File: src/rtl/lsu_avalon_bridge.sv
// Load/store unit to Avalon-MM master bridge: one access at a time, pipeline stalled while in flight.
// Handles byte/half/word lane steering, load alignment and extension, misalignment and read-timeout faults.
//
// state   | meaning
// IDLE    | waiting for an aligned load/store from the MEM stage
// WR      | avm_write held until the slave drops waitrequest
// RD_REQ  | avm_read held until the slave drops waitrequest
// RD_WAIT | read accepted, waiting for readdatavalid or timeout
// DONE    | one-cycle release of the stall before returning to IDLE
module lsu_avalon_bridge #(
    parameter int ADDR_W     = 32,
    parameter int RD_TIMEOUT = 255
) (
    input  logic              clk,
    input  logic              rst,
    input  logic [ADDR_W-1:0] mem_addr,
    input  logic [31:0]       mem_wdata,
    input  logic              mem_we,
    input  logic              mem_re,
    input  logic [2:0]        mem_size,
    output logic [31:0]       mem_rdata,
    output logic              mem_stall,
    output logic              mem_fault,
    output logic [ADDR_W-1:0] avm_address,
    output logic              avm_read,
    output logic              avm_write,
    output logic [31:0]       avm_writedata,
    output logic [3:0]        avm_byteenable,
    input  logic              avm_waitrequest,
    input  logic [31:0]       avm_readdata,
    input  logic              avm_readdatavalid
);

    localparam int CNT_W = (RD_TIMEOUT > 1) ? $clog2(RD_TIMEOUT) : 1;

    typedef enum logic [2:0] {IDLE, WR, RD_REQ, RD_WAIT, DONE} state_t;

    state_t            r_state;
    state_t            w_next;
    logic [CNT_W-1:0]  r_cnt;
    logic [1:0]        r_lo;
    logic [2:0]        r_size;
    logic              r_avm_read;
    logic              r_avm_write;
    logic [ADDR_W-1:0] r_avm_address;
    logic [31:0]       r_avm_writedata;
    logic [3:0]        r_avm_be;
    logic [31:0]       r_rdata;
    logic              r_fault;

    logic              w_req;
    logic              w_is_byte;
    logic              w_is_half;
    logic              w_misalign;
    logic              w_start;
    logic              w_stall;
    logic              w_capture;
    logic              w_timeout;
    logic [3:0]        w_be;
    logic [31:0]       w_wdata;
    logic [31:0]       w_shifted;
    logic [31:0]       w_load;

    always_comb begin
        w_req      = mem_we | mem_re;
        w_is_byte  = (mem_size[1:0] == 2'b00);
        w_is_half  = (mem_size[1:0] == 2'b01);
        w_misalign = (w_is_half & mem_addr[0]) |
                     (~w_is_byte & ~w_is_half & (mem_addr[1:0] != 2'b00));
        w_start    = w_req & ~w_misalign;

        if (w_is_byte) begin
            w_be    = 4'b0001 << mem_addr[1:0];
            w_wdata = {4{mem_wdata[7:0]}};
        end else if (w_is_half) begin
            w_be    = 4'b0011 << mem_addr[1:0];
            w_wdata = {2{mem_wdata[15:0]}};
        end else begin
            w_be    = 4'b1111;
            w_wdata = mem_wdata;
        end

        // BU/HU differ from B/H only in funct3 bit 2, which suppresses sign extension
        w_shifted = avm_readdata >> {r_lo, 3'b000};
        case (r_size[1:0])
            2'b00:   w_load = {{24{w_shifted[7] & ~r_size[2]}}, w_shifted[7:0]};
            2'b01:   w_load = {{16{w_shifted[15] & ~r_size[2]}}, w_shifted[15:0]};
            default: w_load = w_shifted;
        endcase
    end

    always_comb begin
        w_next  = r_state;
        w_stall = 1'b0;
        case (r_state)
            IDLE: begin
                if (w_start) begin
                    w_stall = 1'b1;
                    w_next  = mem_we ? WR : RD_REQ;
                end
            end
            WR: begin
                w_stall = 1'b1;
                if (!avm_waitrequest) w_next = DONE;
            end
            RD_REQ: begin
                w_stall = 1'b1;
                if (!avm_waitrequest) w_next = avm_readdatavalid ? DONE : RD_WAIT;
            end
            RD_WAIT: begin
                w_stall = 1'b1;
                if (avm_readdatavalid || (r_cnt == '0)) w_next = DONE;
            end
            DONE:    w_next = IDLE;
            default: w_next = IDLE;
        endcase
    end

    assign w_capture = avm_readdatavalid &
                       (((r_state == RD_REQ) & ~avm_waitrequest) | (r_state == RD_WAIT));
    assign w_timeout = (r_state == RD_WAIT) & ~avm_readdatavalid & (r_cnt == '0);

    always_ff @(posedge clk) begin
        if (rst) r_state <= IDLE;
        else     r_state <= w_next;
    end

    always_ff @(posedge clk) begin
        if (rst) begin
            r_cnt           <= '0;
            r_lo            <= '0;
            r_size          <= '0;
            r_avm_read      <= 1'b0;
            r_avm_write     <= 1'b0;
            r_avm_address   <= '0;
            r_avm_writedata <= '0;
            r_avm_be        <= '0;
            r_rdata         <= '0;
            r_fault         <= 1'b0;
        end else begin
            r_fault <= ((r_state == IDLE) & w_req & w_misalign) | w_timeout;

            if ((r_state == IDLE) && w_start) begin
                r_avm_address   <= {mem_addr[ADDR_W-1:2], 2'b00};
                r_avm_writedata <= w_wdata;
                r_avm_be        <= w_be;
                r_lo            <= mem_addr[1:0];
                r_size          <= mem_size;
                r_avm_write     <= mem_we;
                r_avm_read      <= ~mem_we;
            end
            if ((r_state == WR) && !avm_waitrequest)     r_avm_write <= 1'b0;
            if ((r_state == RD_REQ) && !avm_waitrequest) r_avm_read  <= 1'b0;

            // Down-counter gives RD_TIMEOUT cycles in RD_WAIT before the abort
            if (r_state == RD_REQ)
                r_cnt <= CNT_W'(RD_TIMEOUT - 1);
            else if ((r_state == RD_WAIT) && (r_cnt != '0))
                r_cnt <= r_cnt - 1'b1;

            if (w_capture)      r_rdata <= w_load;
            else if (w_timeout) r_rdata <= '0;
        end
    end

    assign mem_stall      = w_stall & ~rst;
    assign mem_fault      = r_fault;
    assign mem_rdata      = r_rdata;
    assign avm_address    = r_avm_address;
    assign avm_read       = r_avm_read;
    assign avm_write      = r_avm_write;
    assign avm_writedata  = r_avm_writedata;
    assign avm_byteenable = r_avm_be;

endmodule

File: config.mk
export PLATFORM = sky130hd
export DESIGN_NAME = lsu_avalon_bridge
export DESIGN_NICKNAME = d
export VERILOG_FILES = /design/src/rtl/lsu_avalon_bridge.sv
export SDC_FILE = /design/constraint.sdc
export NUM_CORES = 1
export LEC_CHECK = 0
export ABC_AREA = 1
export BUFFER_PORTS_ARGS = -buffer_cell sky130_fd_sc_hd__buf_2
export CAP_MARGIN = 5
export CORE_UTILIZATION = 50
export DETAILED_ROUTE_END_ITERATION = 6
export PLACE_DENSITY = 0.81
export SYNTH_ARGS = -nofsm -noshare
export SYNTH_HDL_FRONTEND = slang
export SYNTH_SLANG_ARGS = --single-unit
File: constraint.sdc
create_clock -name clk -period 1.55 [get_ports clk]
set_input_delay 0.155 -clock clk [delete_from_list [all_inputs] [get_ports clk]]
set_output_delay 0.155 -clock clk [all_outputs]
set_load 0.01 [all_outputs]
==> reports/results.txt, run 1 <==
Largest area contributor in the netlist - dfxtp_1
RSZ-0062 raised after global routing - true
Critical Path Sink Type - primary output
Area of the multi-input gates - 2900 um^2
Cell depth of the worst flop-to-flop path - 9
Fin nets - 1,166
Synth unique cells - 36
Syn Inst Count - 814
Hold Slack - 0.0442 ns
Max Slew Vio Count - 0
Fill cells - 816
Status - finished with violations
Maximum VDD drop - 0.957 mV
Area of the mapped netlist - 5660 um^2
Detailed-route via count - 6,580
Pwr dens - 1640 nW/um^2
Ys Warns - 0
Layout cells sized above 1 - 0.293
Largest net degree at the start of global routing - 69
GP Congestion - 0.879
CTS tree - yes
EDFF count, synth - 0
DRC Markers - 0
Die area - 11,700 um^2
Reg area - 2350 um^2
Most used cell, CP - nor2_4
Core box area - 10,900 um^2
Clock latency at the later pin of the worst-skew pair - 0.41 ns
Dpl cells - 1,140
H-tree depth - 4
MaxCap Viol Count - 0
Non-Filler Instances - 1,208
WL final - 18,900 um
Post-synthesis sequential area ratio - 0.414
DRT Pass-1 Iters - 6
Die X - 108 um
DR iter-0 viols - 535
Min setup slack post-route - -0.0554 ns
Vias in the first global route - 6,149
# rows - 38
Startpoint Class - register
Post-layout util - 0.733
Synth Register Bits - 117
Area fraction of the dominant cell type after synthesis - 0.414
Number of CTS-inserted buffers - 17
Initial core utilization - 0.517
Final min period - 1.61 ns
Port bufs - 206
Slowest cell on crit path - dfxtp_2
Failing checks - setup timing
Clk buf depth - 2
I/O pins - 209
Final antenna-violating net count - 0
Most frequent cells in the layout - 205 x buf_2, 165 x nand2_1, 117 x nor2_1
Most common cell after layout, fill and taps aside - buf_2
Initial antenna violation count - 0
Final Hold Fails - 0
First-pass GRT wire length - 29,200 um
Max Freq - 623 MHz
WP buf/inv - 2
Lkg Pwr - 4.14 nW
Layout area overhead - 41.6%
CP max FO - 4
Clk root buf - clkbuf_16
Gr usage total - 0.320
Hpwl dp - 11,600 um
Peak per-stage delay on the critical path - 0.35 ns
Clock sinks - 117
Diodes inserted - 0
Area contributors post-synth - dfxtp_1 41%, nand2_1 11%, nor2_1 7.9%
Die Ht - 108 um
GR Overflow Total - 0
Cell family with most CP delay - flip-flops
Post-synth ARST share - 0
Critical Path AT - 1.45 ns
CP Cell Sequence - nor2_4 -> nand2_2 -> nor2_4 -> inv_2 -> a31oi_4 -> buf_6
Worst Hold Depth - 3
Crit share post-route - 1.04
Crit Path Category - register to primary output
Worst Hold Class - input pin to register
Clk_skew - 0.0108 ns
CTS clk-pin slew, worst paths - 0.06 ns
Crit path required time - 1.39 ns
Levels on crit path - 6
Dominant synthesized flop cell - dfxtp_1
DR vias/cell - 5.45
Wire per inst - 15.7 um
Synth Area per Inst - 6.95 um^2
Count of final setup violators - 1
-- where the power goes --
group / switching (mW) / leakage (nW) / total (mW) / internal, mW
Combinational: 3.00 / 2.88 / 4.88 / 1.88
Clock: 1.43 / 0.299 / 4.16 / 2.73
Sequential: 0.435 / 0.961 / 4.13 / 3.69
Total: 4.86 / 4.14 / 13.2 / 8.29
-- cell type report --
| type | instances | area share |
|---|---|---|
| inverter | 53 | 0.0258 |
| sequential | 117 | 0.293 |
| tap | 140 | 0.0219 |
| timing repair buffer | 275 | 0.220 |
| multi-input combinational | 591 | 0.362 |
| clock buffer | 19 | 0.0553 |
| clock inverter | 13 | 0.0225 |
-- layer usage --
| metal | vias to the layer above | track usage | wire, um |
|---|---|---|---|
| met5 | - | 0 | 0 |
| met3 | 49 | 0.0832 | 1710 |
| met1 | 3009 | 0.377 | 7370 |
| met4 | 0 | 0.128 | 434 |
| li1 | 3166 | - | - |
| met2 | 356 | 0.553 | 9410 |
-- state kept, by name (all words and copies together) (netlist names) --
name            count
mem_rdata          32
r_size              3
avm_writedata      32
avm_address        30
r_lo                2
r_state             3
r_cnt               8
mem_fault           1
avm_read            1
avm_byteenable      4
avm_write           1
-- logic make-up after synthesis --
logic type                 count (synthesis)  synth area share
AOI/OAI and AO/OA                        190             0.187
xor gates and xnor gates                   1           0.00155
adders and majority gates                  6            0.0133
buffers and inverters                    107            0.0902
DFF                                      117             0.414
other                                      1          0.000663
and+or+nand+nor                          392             0.294
-- synthesized netlist by cell type, types with 3 or more instances --
master / number
ha_1: 6
nand2_2: 5
o211ai_1: 7
nand3_1: 87
nand2_1: 167
buf_4: 7
clkbuf_1: 19
nand4_1: 3
buf_6: 7
a21oi_1: 78
inv_1: 44
inv_2: 5
dfxtp_1: 117
buf_2: 20
o22ai_1: 3
nor2_1: 119
a211oi_1: 3
o21ai_0: 81
o211a_1: 14
-- per-stage QoR --
stage / cell area, um^2 / setup WS [ns] / TNS, ns / power, mW
4_1_cts: 7850 / -0.0902 / -0.0902 / 12.8
2_1_floorplan: 5660 / 0.100 / 0 / 7.07
3_5_place_dp: 6880 / 0.0255 / 0 / 8.45
3_3_place_gp: 6880 / 0.0304 / 0 / 8.38
6_report: 8010 / -0.0554 / -0.0554 / 13.2
5_1_grt: 8010 / -0.111 / -0.117 / 13.9
-- tightest hold or removal path, stage by stage --
cell and delay, ns:
buf_2 0.12, inv_1 0.06, a21oi_1 0.05
-- worst paths after layout --
| path | startpoint | to | slack, ns |
|---|---|---|---|
| worst min register to register | avm_write | avm_write | 0.46 |
| worst max-delay path | r_state[2] | mem_stall | -0.06 |
| worst max register to register | r_state[2] | mem_rdata[6] | 0.07 |
| worst min-delay path | mem_size[0] | r_size[0] | 0.04 |
-- timing repair --
| action | in CTS | in global routing |
|---|---|---|
| pin swaps | 2 | 3 |
| hold endpoints to repair | 31 | 0 |
| buffers inserted | 2 | 1 |
| resized for setup | 5 | 27 |
| setup endpoints to repair | 1 | 44 |
| hold buffers | 31 | 0 |
| cloned | 0 | 2 |
(Power assumes the default switching activity.)
==> run 2, diff against run 1 <==
--- a/config.mk
+++ b/config.mk
@@ -10,6 +10,7 @@
 export CAP_MARGIN = 5
 export CORE_UTILIZATION = 50
 export DETAILED_ROUTE_END_ITERATION = 6
+export MAX_ROUTING_LAYER = met4
 export PLACE_DENSITY = 0.81
 export SYNTH_ARGS = -nofsm -noshare
 export SYNTH_HDL_FRONTEND = slang
==> run 2 against run 1 <==
Net effect:
- the flow still finishes with violations (setup timing)
- highest routed layer unchanged
- clock power hardly changed
- critical endpoint unchanged
- critical path depth stayed put
- global-route usage is 0.97 points higher
- worst hold slack worse by 0.0013 ns
- combinational power hardly changed
- sequential cell count stayed put
==> reports/results.txt, run 2 (synthesized netlist as in run 1, its figures left out) <==
Status - finished with violations
Failing checks - setup timing
Clk_skew - 0.0117 ns (+0.000865 ns)
Worst Hold Class - input pin to register
Max Slew Vio Count - 0 (unchanged)
CP Cell Sequence - nor2_4 -> nand2_2 -> nor2_4 -> inv_2 -> a31oi_4 -> buf_6
Worst hold start - mem_size[0]
# rows - 38 (unchanged)
Port bufs - 206 (unchanged)
Die Ht - 108 um (unchanged)
Most used cell, CP - nor2_4
CTS tree - yes
Critical Path AT - 1.46 ns (about the same)
Hold Slack - 0.0429 ns (-0.00128 ns)
Largest net degree at the start of global routing - 69 (unchanged)
Max Freq - 620 MHz (-0.52%)
CTS clk-pin slew, worst paths - 0.06 ns (about the same)
Die area - 11,700 um^2 (unchanged)
GP Congestion - 0.893 (+1.6%)
Clock latency at the later pin of the worst-skew pair - 0.41 ns (about the same)
Startpoint Class - register
Cell family with most CP delay - flip-flops
GR Overflow Total - 0 (unchanged)
Maximum VDD drop - 0.959 mV (+0.22%)
Peak per-stage delay on the critical path - 0.35 ns (about the same)
Final antenna-violating net count - 0 (unchanged)
WP buf/inv - 2 (unchanged)
MaxCap Viol Count - 0 (unchanged)
Layout cells sized above 1 - 0.293 (unchanged)
I/O pins - 209 (unchanged)
Count of final setup violators - 1 (unchanged)
Launch point of the worst reg-to-reg path - r_state[2]
Clk root buf - clkbuf_16
Diodes inserted - 0 (unchanged)
Hpwl dp - 11,600 um (unchanged)
DRC Markers - 0 (unchanged)
Most common cell after layout, fill and taps aside - buf_2
First-pass GRT wire length - 29,200 um (-0.16%)
Most frequent cells in the layout - 205 x buf_2, 165 x nand2_1, 117 x nor2_1
Setup WS pre-CTS - 0.0255 ns (unchanged)
CP startpoint - r_state[2]
Detailed-route via count - 6,610 (+0.46%)
DR iter-0 viols - 527 (-1.5%)
Crit Path Category - register to primary output
Clock sinks - 117 (unchanged)
Crit path required time - 1.39 ns (about the same)
DRT Pass-1 Iters - 5 (-1)
CP max FO - 4 (unchanged)
Tot Pwr - 13.2 mW (about the same)
Lkg Pwr - 4.14 nW (unchanged)
H-tree depth - 4 (unchanged)
Crit share post-route - 1.04 (+0.00539)
Final Hold Fails - 0 (unchanged)
Slowest cell on crit path - dfxtp_2
Initial antenna violation count - 0 (unchanged)
DR vias/cell - 5.47 (+0.46%)
RSZ-0062 raised after global routing - true
Vias in the first global route - 6,144 (-0.081%)
Clk buf depth - 2 (unchanged)
Critical Path Sink Type - primary output
Initial core utilization - 0.517 (unchanged)
Wire per inst - 15.7 um (about the same)
Final min period - 1.61 ns (+0.00835 ns)
Min setup slack post-route - -0.0637 ns (-0.00835 ns)
WL final - 18,900 um (about the same)
Core box area - 10,900 um^2 (unchanged)
Number of CTS-inserted buffers - 17 (unchanged)
Layout area overhead - 41.6% (unchanged)
Gr usage total - 0.330 (+0.00974)
Pwr dens - 1640 nW/um^2 (about the same)
Die X - 108 um (unchanged)
Fin nets - 1,166 (unchanged)
==> run 2: cell counts in the layout (fill, tap and decap cells not counted) <==
Identical to the previous run, type by type.
==> run 2: final cells by class <==
class,count,area [um^2]
clock buffer,19,443
clock inverter,13,180
fill,816,2920
inverter,53,206
multi-input combinational,591,2900
sequential,117,2350
tap,140,175
timing repair buffer,275,1760
==> run 2: worst register-to-register path, stage by stage, from the launching register on <==
cell and delay (ns):
dfxtp_2 0.35, nor2_4 0.14, buf_4 0.15, nand3b_4 0.10, nand2_4 0.10, nand2_8 0.09, buf_12 0.14, clkbuf_16 0.16
nand3_1 0.08, a21oi_1 0.07
==> run 2: metrics by stage <==
stage                     setup TNS (ns)  area (um^2)  cells  utilization
after CTS                        -0.0902         7850   1205        0.718
after global placement                 0         6880   1140        0.629
after global routing              -0.117         8010   1208        0.733
after floorplan                        0         5660    815            -
after detailed placement               0         6880   1140        0.629
final                            -0.0637         8010   1208        0.733
==> run 2: worst paths after layout <==
path	slack, ns	depth (start not counted)	endpoint
hold / removal	0.04	3	r_size[0]
setup / recovery	-0.06	6	mem_stall
setup reg to reg	0.06	9	mem_rdata[8]
hold reg to reg	0.46	2	avm_write
==> run 2: power by group <==
group / total (mW) / internal [mW] / switching (mW)
logic: 4.87 / 1.88 / 3.00
clock network: 4.15 / 2.73 / 1.43
registers: 4.13 / 3.69 / 0.437
==> run 2: repair_timing <==
action                                 4_1_cts  5_1_grt
hold buffers                                31        0
pin swaps                                    2        3
gates resized for setup                      5       27
setup buffers                                2        1
setup endpoints to repair                    1       44
endpoints found under the hold margin       31        0
cloned                                       0        2
==> run 2: layer usage <==
layer,share of wire,track usage,vias up
met2,0.50,0.557,366
met3,0.088,0.0663,46
met4,0.024,0.134,0
met1,0.39,0.382,3028
met5,0,-,-
li1,-,-,3170
==> run 3, diff against run 2 <==
--- a/config.mk
+++ b/config.mk
@@ -5,13 +5,12 @@
 export SDC_FILE = /design/constraint.sdc
 export NUM_CORES = 1
 export LEC_CHECK = 0
-export ABC_AREA = 1
 export BUFFER_PORTS_ARGS = -buffer_cell sky130_fd_sc_hd__buf_2
 export CAP_MARGIN = 5
-export CORE_UTILIZATION = 50
+export CORE_UTILIZATION = 49
 export DETAILED_ROUTE_END_ITERATION = 6
 export MAX_ROUTING_LAYER = met4
-export PLACE_DENSITY = 0.81
+export PLACE_DENSITY = 0.78
 export SYNTH_ARGS = -nofsm -noshare
 export SYNTH_HDL_FRONTEND = slang
 export SYNTH_SLANG_ARGS = --single-unit
==> run 3 against run 2 <==
Net effect:
- the run now fails in global routing (5_1_grt)
- synthesized cell count decreased by 22%
- synthesized area decreased by 5.0%
==> reports/results.txt, run 3 <==
Dominant cell by count in the synthesized netlist - nand2_1
GP Congestion - 0.845 (-5.4%)
Adder-cell share of the synthesized area - 0.0140 (+0.000705)
# rows - 37 (-2.6%)
Port bufs - 206 (unchanged)
Hpwl dp - 11,800 um (+1.8%)
WEP type - register data pin
Post-Synth XOR/XNOR Area - 0.00978 (+0.00823)
Setup WS pre-CTS - -0.527 ns (-0.552 ns)
Dominant synthesized flop cell - dfxtp_1
Area contributors post-synth - dfxtp_1 44%, a21oi_1 8.6%, nand2_1 8.5%
Most frequent cells after synthesis - 122 x nand2_1, 117 x dfxtp_1, 92 x a21oi_1, 43 x clkbuf_1, 33 x mux2i_1
Area of the mapped netlist - 5370 um^2 (-5.0%)
Clock sinks - 117 (unchanged)
Die X - 107 um (-1.5%)
GR Overflow Total - 111
Clk root buf - clkbuf_8
Synth unique cells - 50 (+39%)
Largest area contributor in the netlist - dfxtp_1
Post-synthesis sequential area ratio - 0.436 (+0.0220)
Syn Inst Count - 636 (-22%)
Status - aborted with a tool error
Clk buf depth - 2 (unchanged)
Simple-Gate Fraction of Synth Area - 0.169 (-0.125)
Multiplexer area fraction after synthesis - 0.0845 (+0.0845)
Synth Area in Compound Gates - 0.228 (+0.0409)
Synth Register Bits - 117 (unchanged)
Largest family of logic cells by synthesized area - compound AO/OA/AOI/OAI gates
EDFF count, synth - 0 (unchanged)
H-tree depth - 4 (unchanged)
Largest net degree at the start of global routing - 35
Die Ht - 107 um (-1.5%)
Dpl cells - 994 (-13%)
GRT worst endpoint - mem_rdata[30]$_SDFFE_PP0P_/D
Error that ended the run - [ERROR GRT-0232] Routing congestion too high. Check the congestion heatmap in the GUI.
Initial core utilization - 0.514 (-0.00388)
Post-synth ARST share - 0 (unchanged)
Synth Area per Inst - 8.45 um^2 (+22%)
Gr usage total - 0.780
Area fraction of the dominant cell type after synthesis - 0.436 (+0.0220)
Ys Warns - 0 (unchanged)
I/O pins - 209 (unchanged)
Number of CTS-inserted buffers - 17 (unchanged)
Stopped at - global routing (5_1_grt)
run 3: changes by cell type after synthesis, sizes merged, moves of 12 or more:
cell	previous run	this run
a21oi	78	92
a311oi	0	12
a32oi	0	17
buf	34	13
clkbuf	20	43
inv	50	17
mux2i	0	33
nand2	172	122
nand3	90	9
nor2	123	33
o211a	14	1
o21ai	83	11
run 3: metrics by stage:
step	area, um^2	util
2_1_floorplan	5470	-
3_3_place_gp	6970	0.666
3_5_place_dp	6970	0.666
4_1_cts	9320	0.891
run 3: layer usage:
layer	GRT overflow	track usage
met1	2	0.757
met2	61	0.975
met3	0	0.509
met5	-	-
met4	48	0.864
run 3: kinds of logic after synthesis:
| logic type | after synthesis |
|---|---|
| other | 1 |
| buffers and inverters | 73 |
| adder cells (fa/ha/maj) | 6 |
| flip-flops | 117 |
| XOR/XNOR | 6 |
| AND/OR/NAND/NOR | 202 |
| multiplexers | 43 |
| AO/OA/AOI/OAI | 188 |
run 3: timing repair:
item                                    CTS
pin swaps                               110
buffers inserted                         24
hold endpoints to repair                 63
hold buffers                             63
gates cloned                             16
resized for setup                       175
endpoints found under the setup margin  116
==> run 4, diff against run 3 <==
--- a/config.mk
+++ b/config.mk
@@ -7,10 +7,9 @@
 export LEC_CHECK = 0
 export BUFFER_PORTS_ARGS = -buffer_cell sky130_fd_sc_hd__buf_2
 export CAP_MARGIN = 5
-export CORE_UTILIZATION = 49
+export CORE_UTILIZATION = 40
 export DETAILED_ROUTE_END_ITERATION = 6
-export MAX_ROUTING_LAYER = met4
-export PLACE_DENSITY = 0.78
+export PLACE_DENSITY_LB_ADDON = 0.15
 export SYNTH_ARGS = -nofsm -noshare
 export SYNTH_HDL_FRONTEND = slang
 export SYNTH_SLANG_ARGS = --single-unit
==> run 4 against run 3 <==
Net effect:
- the flow now finishes, with violations (setup timing)
- synthesized area is the same
- synthesized cell count is the same
==> reports/results.txt, run 4 <==
Most frequent cells after synthesis - 122 x nand2_1, 117 x dfxtp_1, 92 x a21oi_1, 43 x clkbuf_1, 33 x mux2i_1
Worst slew margin - 0.453
DR iter-0 viols - 368
GR Overflow Total - 0
Lkg Pwr - 4.16 nW
Crit path required time - 1.84 ns
DRT Pass-1 Iters - 4
Largest family of logic cells by synthesized area - compound AO/OA/AOI/OAI gates
Min setup slack post-route - -0.377 ns
Worst slew pin tran - 0.819 ns
Dominant synthesized flop cell - dfxtp_1
EDFF count, synth - 0 (unchanged)
Internal - 7.33 mW
WL final - 20,800 um
Synth Register Bits - 117 (unchanged)
Setup WS pre-CTS - -0.572 ns (-0.0456 ns)
Critical Path AT - 2.21 ns
Hpwl dp - 11,600 um (-1.2%)
Clk buf depth - 2 (unchanged)
Failing checks - setup timing
Final antenna-violating net count - 0
First-pass GRT wire length - 31,200 um
GP Congestion - 0.875 (+3.6%)
Wire per inst - 18.3 um
Layout cells sized above 1 - 0.525
Dominant cell by count in the synthesized netlist - nand2_1
Crit Path Category - register to register
Clk_skew - 0.00794 ns
Gr usage total - 0.283
Detailed-route via count - 6,246
Worst hold start - mem_wdata[3]
Startpoint Class - register
I/O pins - 209 (unchanged)
Clock sinks - 117 (unchanged)
RSZ-0062 raised after global routing - true
Multiplexer area fraction after synthesis - 0.0845 (unchanged)
Reg-to-reg critical path endpoint - mem_rdata[26]
Cell depth of the worst flop-to-flop path - 5
Most frequent cells in the layout - 204 x buf_2, 113 x dfxtp_1, 77 x a21oi_1
H-tree depth - 4 (unchanged)
Post-synth ARST share - 0 (unchanged)
CTS tree - yes
Number of CTS-inserted buffers - 17 (unchanged)
Sw Ratio - 0.280
Largest area contributor in the netlist - dfxtp_1
DP Area - 6960 um^2 (-0.11%)
Sw Pwr - 2.84 mW
WHS Endpoint - avm_writedata[3]
Port bufs - 206 (unchanged)
Ys Warns - 0 (unchanged)
Post-layout util - 0.733
Final Instance Area - 9440 um^2
Clock share of power - 0.396
Post-synthesis sequential area ratio - 0.436 (unchanged)
Sequential fraction of design power - 0.333
Die Ht - 118 um (+10%)
MaxCap Viol Count - 0
Diodes inserted - 0
Synth Area per Inst - 8.45 um^2 (unchanged)
Status - finished with violations
# rows - 41 (+11%)
Critical Path Sink Type - register
Area of the mapped netlist - 5370 um^2 (unchanged)
Post-Synth XOR/XNOR Area - 0.00978 (unchanged)
Core box area - 12,900 um^2
Final min period - 1.93 ns
Worst Hold Depth - 3
CTS clk-pin slew, worst paths - 0.05 ns
Syn Inst Count - 636 (unchanged)
Layout area overhead - 75.7%
Synth Area in Compound Gates - 0.228 (unchanged)
Hold Slack - 0.0235 ns
Non-Filler Instances - 1,138
Clock latency at the later pin of the worst-skew pair - 0.41 ns
Count of final setup violators - 115
Vias in the first global route - 6,279
CP max FO - 6
Maximum VDD drop - 0.834 mV
Synth unique cells - 50 (unchanged)
Max Freq - 519 MHz
Die X - 118 um (+10%)
DR vias/cell - 5.49
Fin nets - 1,065
Initial antenna violation count - 0
Launch point of the worst reg-to-reg path - r_cnt[2]
Adder-cell share of the synthesized area - 0.0140 (unchanged)
Final Hold Fails - 0
Flop-to-flop setup slack - -0.38 ns
Initial core utilization - 0.417 (-0.0963)
Worst Hold Class - input pin to register
Dpl cells - 1,023 (+2.9%)
Largest net degree at the start of global routing - 69
Most common cell after layout, fill and taps aside - buf_2
Pwr dens - 1080 nW/um^2
Simple-Gate Fraction of Synth Area - 0.169 (unchanged)
Max Slew Vio Count - 0
Clk root buf - clkbuf_16
Combinational power share - 0.270
Area contributors post-synth - dfxtp_1 44%, a21oi_1 8.6%, nand2_1 8.5%
Die area - 13,900 um^2
DRC Markers - 0
Crit share post-route - 1.24
Area fraction of the dominant cell type after synthesis - 0.436 (unchanged)
run 4: cell counts after synthesis:
Identical to the previous run, type by type.
run 4: critical path: stages, from the launching register on:
cell and delay [ns]:
dfxtp_1 0.30, or4_4 0.56, buf_12 0.16, or4_4 0.49, a32oi_2 0.21, a21oi_1 0.09
run 4: area by class of cell:
| type | count | area (um^2) |
|---|---|---|
| Clock buffer | 22 | 484 |
| Clock inverter | 9 | 125 |
| Tap cell | 172 | 215 |
| Fill cell | 894 | 3440 |
| Timing Repair Buffer | 350 | 2790 |
| Sequential cell | 117 | 2350 |
| Multi-Input combinational cell | 451 | 3410 |
| Inverter | 17 | 66.3 |
run 4: routing by layer:
layer	track usage	vias up	wire, um	share of wire
met1	0.332	2971	8430	0.40
met5	0	-	0	0
li1	-	2942	-	-
met4	0.112	0	553	0.027
met3	0.0887	47	1410	0.068
met2	0.479	286	10400	0.50
run 4: how the worst max path moves through the flow:
stage / start / to / slack, ns / cells after the start
floorplan: r_cnt[0] / mem_rdata[21] / -0.46 / 8
global placement: r_cnt[0] / mem_rdata[11] / -0.50 / 6
detailed placement: r_cnt[0] / mem_rdata[12] / -0.57 / 6
CTS: r_cnt[2] / mem_rdata[28] / -0.35 / 4
global route: r_cnt[1] / mem_rdata[26] / -0.44 / 6
finish: r_cnt[2] / mem_rdata[26] / -0.38 / 5
run 4: kinds of logic after synthesis:
group,Yosys count
AOI/OAI and AO/OA,188
xor gates and xnor gates,6
adders and majority gates,6
buffers and inverters,73
DFF,117
muxes,43
other,1
and+or+nand+nor,202
run 4: through the flow:
stage,power [mW],setup TNS (ns)
floorplan,4.33,-17.57
global placement,4.96,-32.13
detailed placement,5.00,-35.70
CTS,9.95,-28.85
global route,10.5,-37.27
finish,10.2,-31.51
run 4: repair_timing:
| item | 4_1_cts | 5_1_grt |
|---|---|---|
| hold endpoints to repair | 32 | 0 |
| gates resized for setup | 144 | 73 |
| pin swaps | 82 | 34 |
| buffers inserted | 24 | 10 |
| hold buffers | 32 | 0 |
| gates cloned | 19 | 3 |
| setup endpoints to repair | 113 | 118 |
run 4: power groups by stage:
stage	logic [mW]	registers, mW	clock network, mW
3_3_place_gp	1.58	3.38	0
5_1_grt	2.91	3.41	4.20
3_5_place_dp	1.61	3.39	0
2_1_floorplan	0.850	3.48	0
4_1_cts	2.52	3.37	4.06
6_report	2.75	3.39	4.03
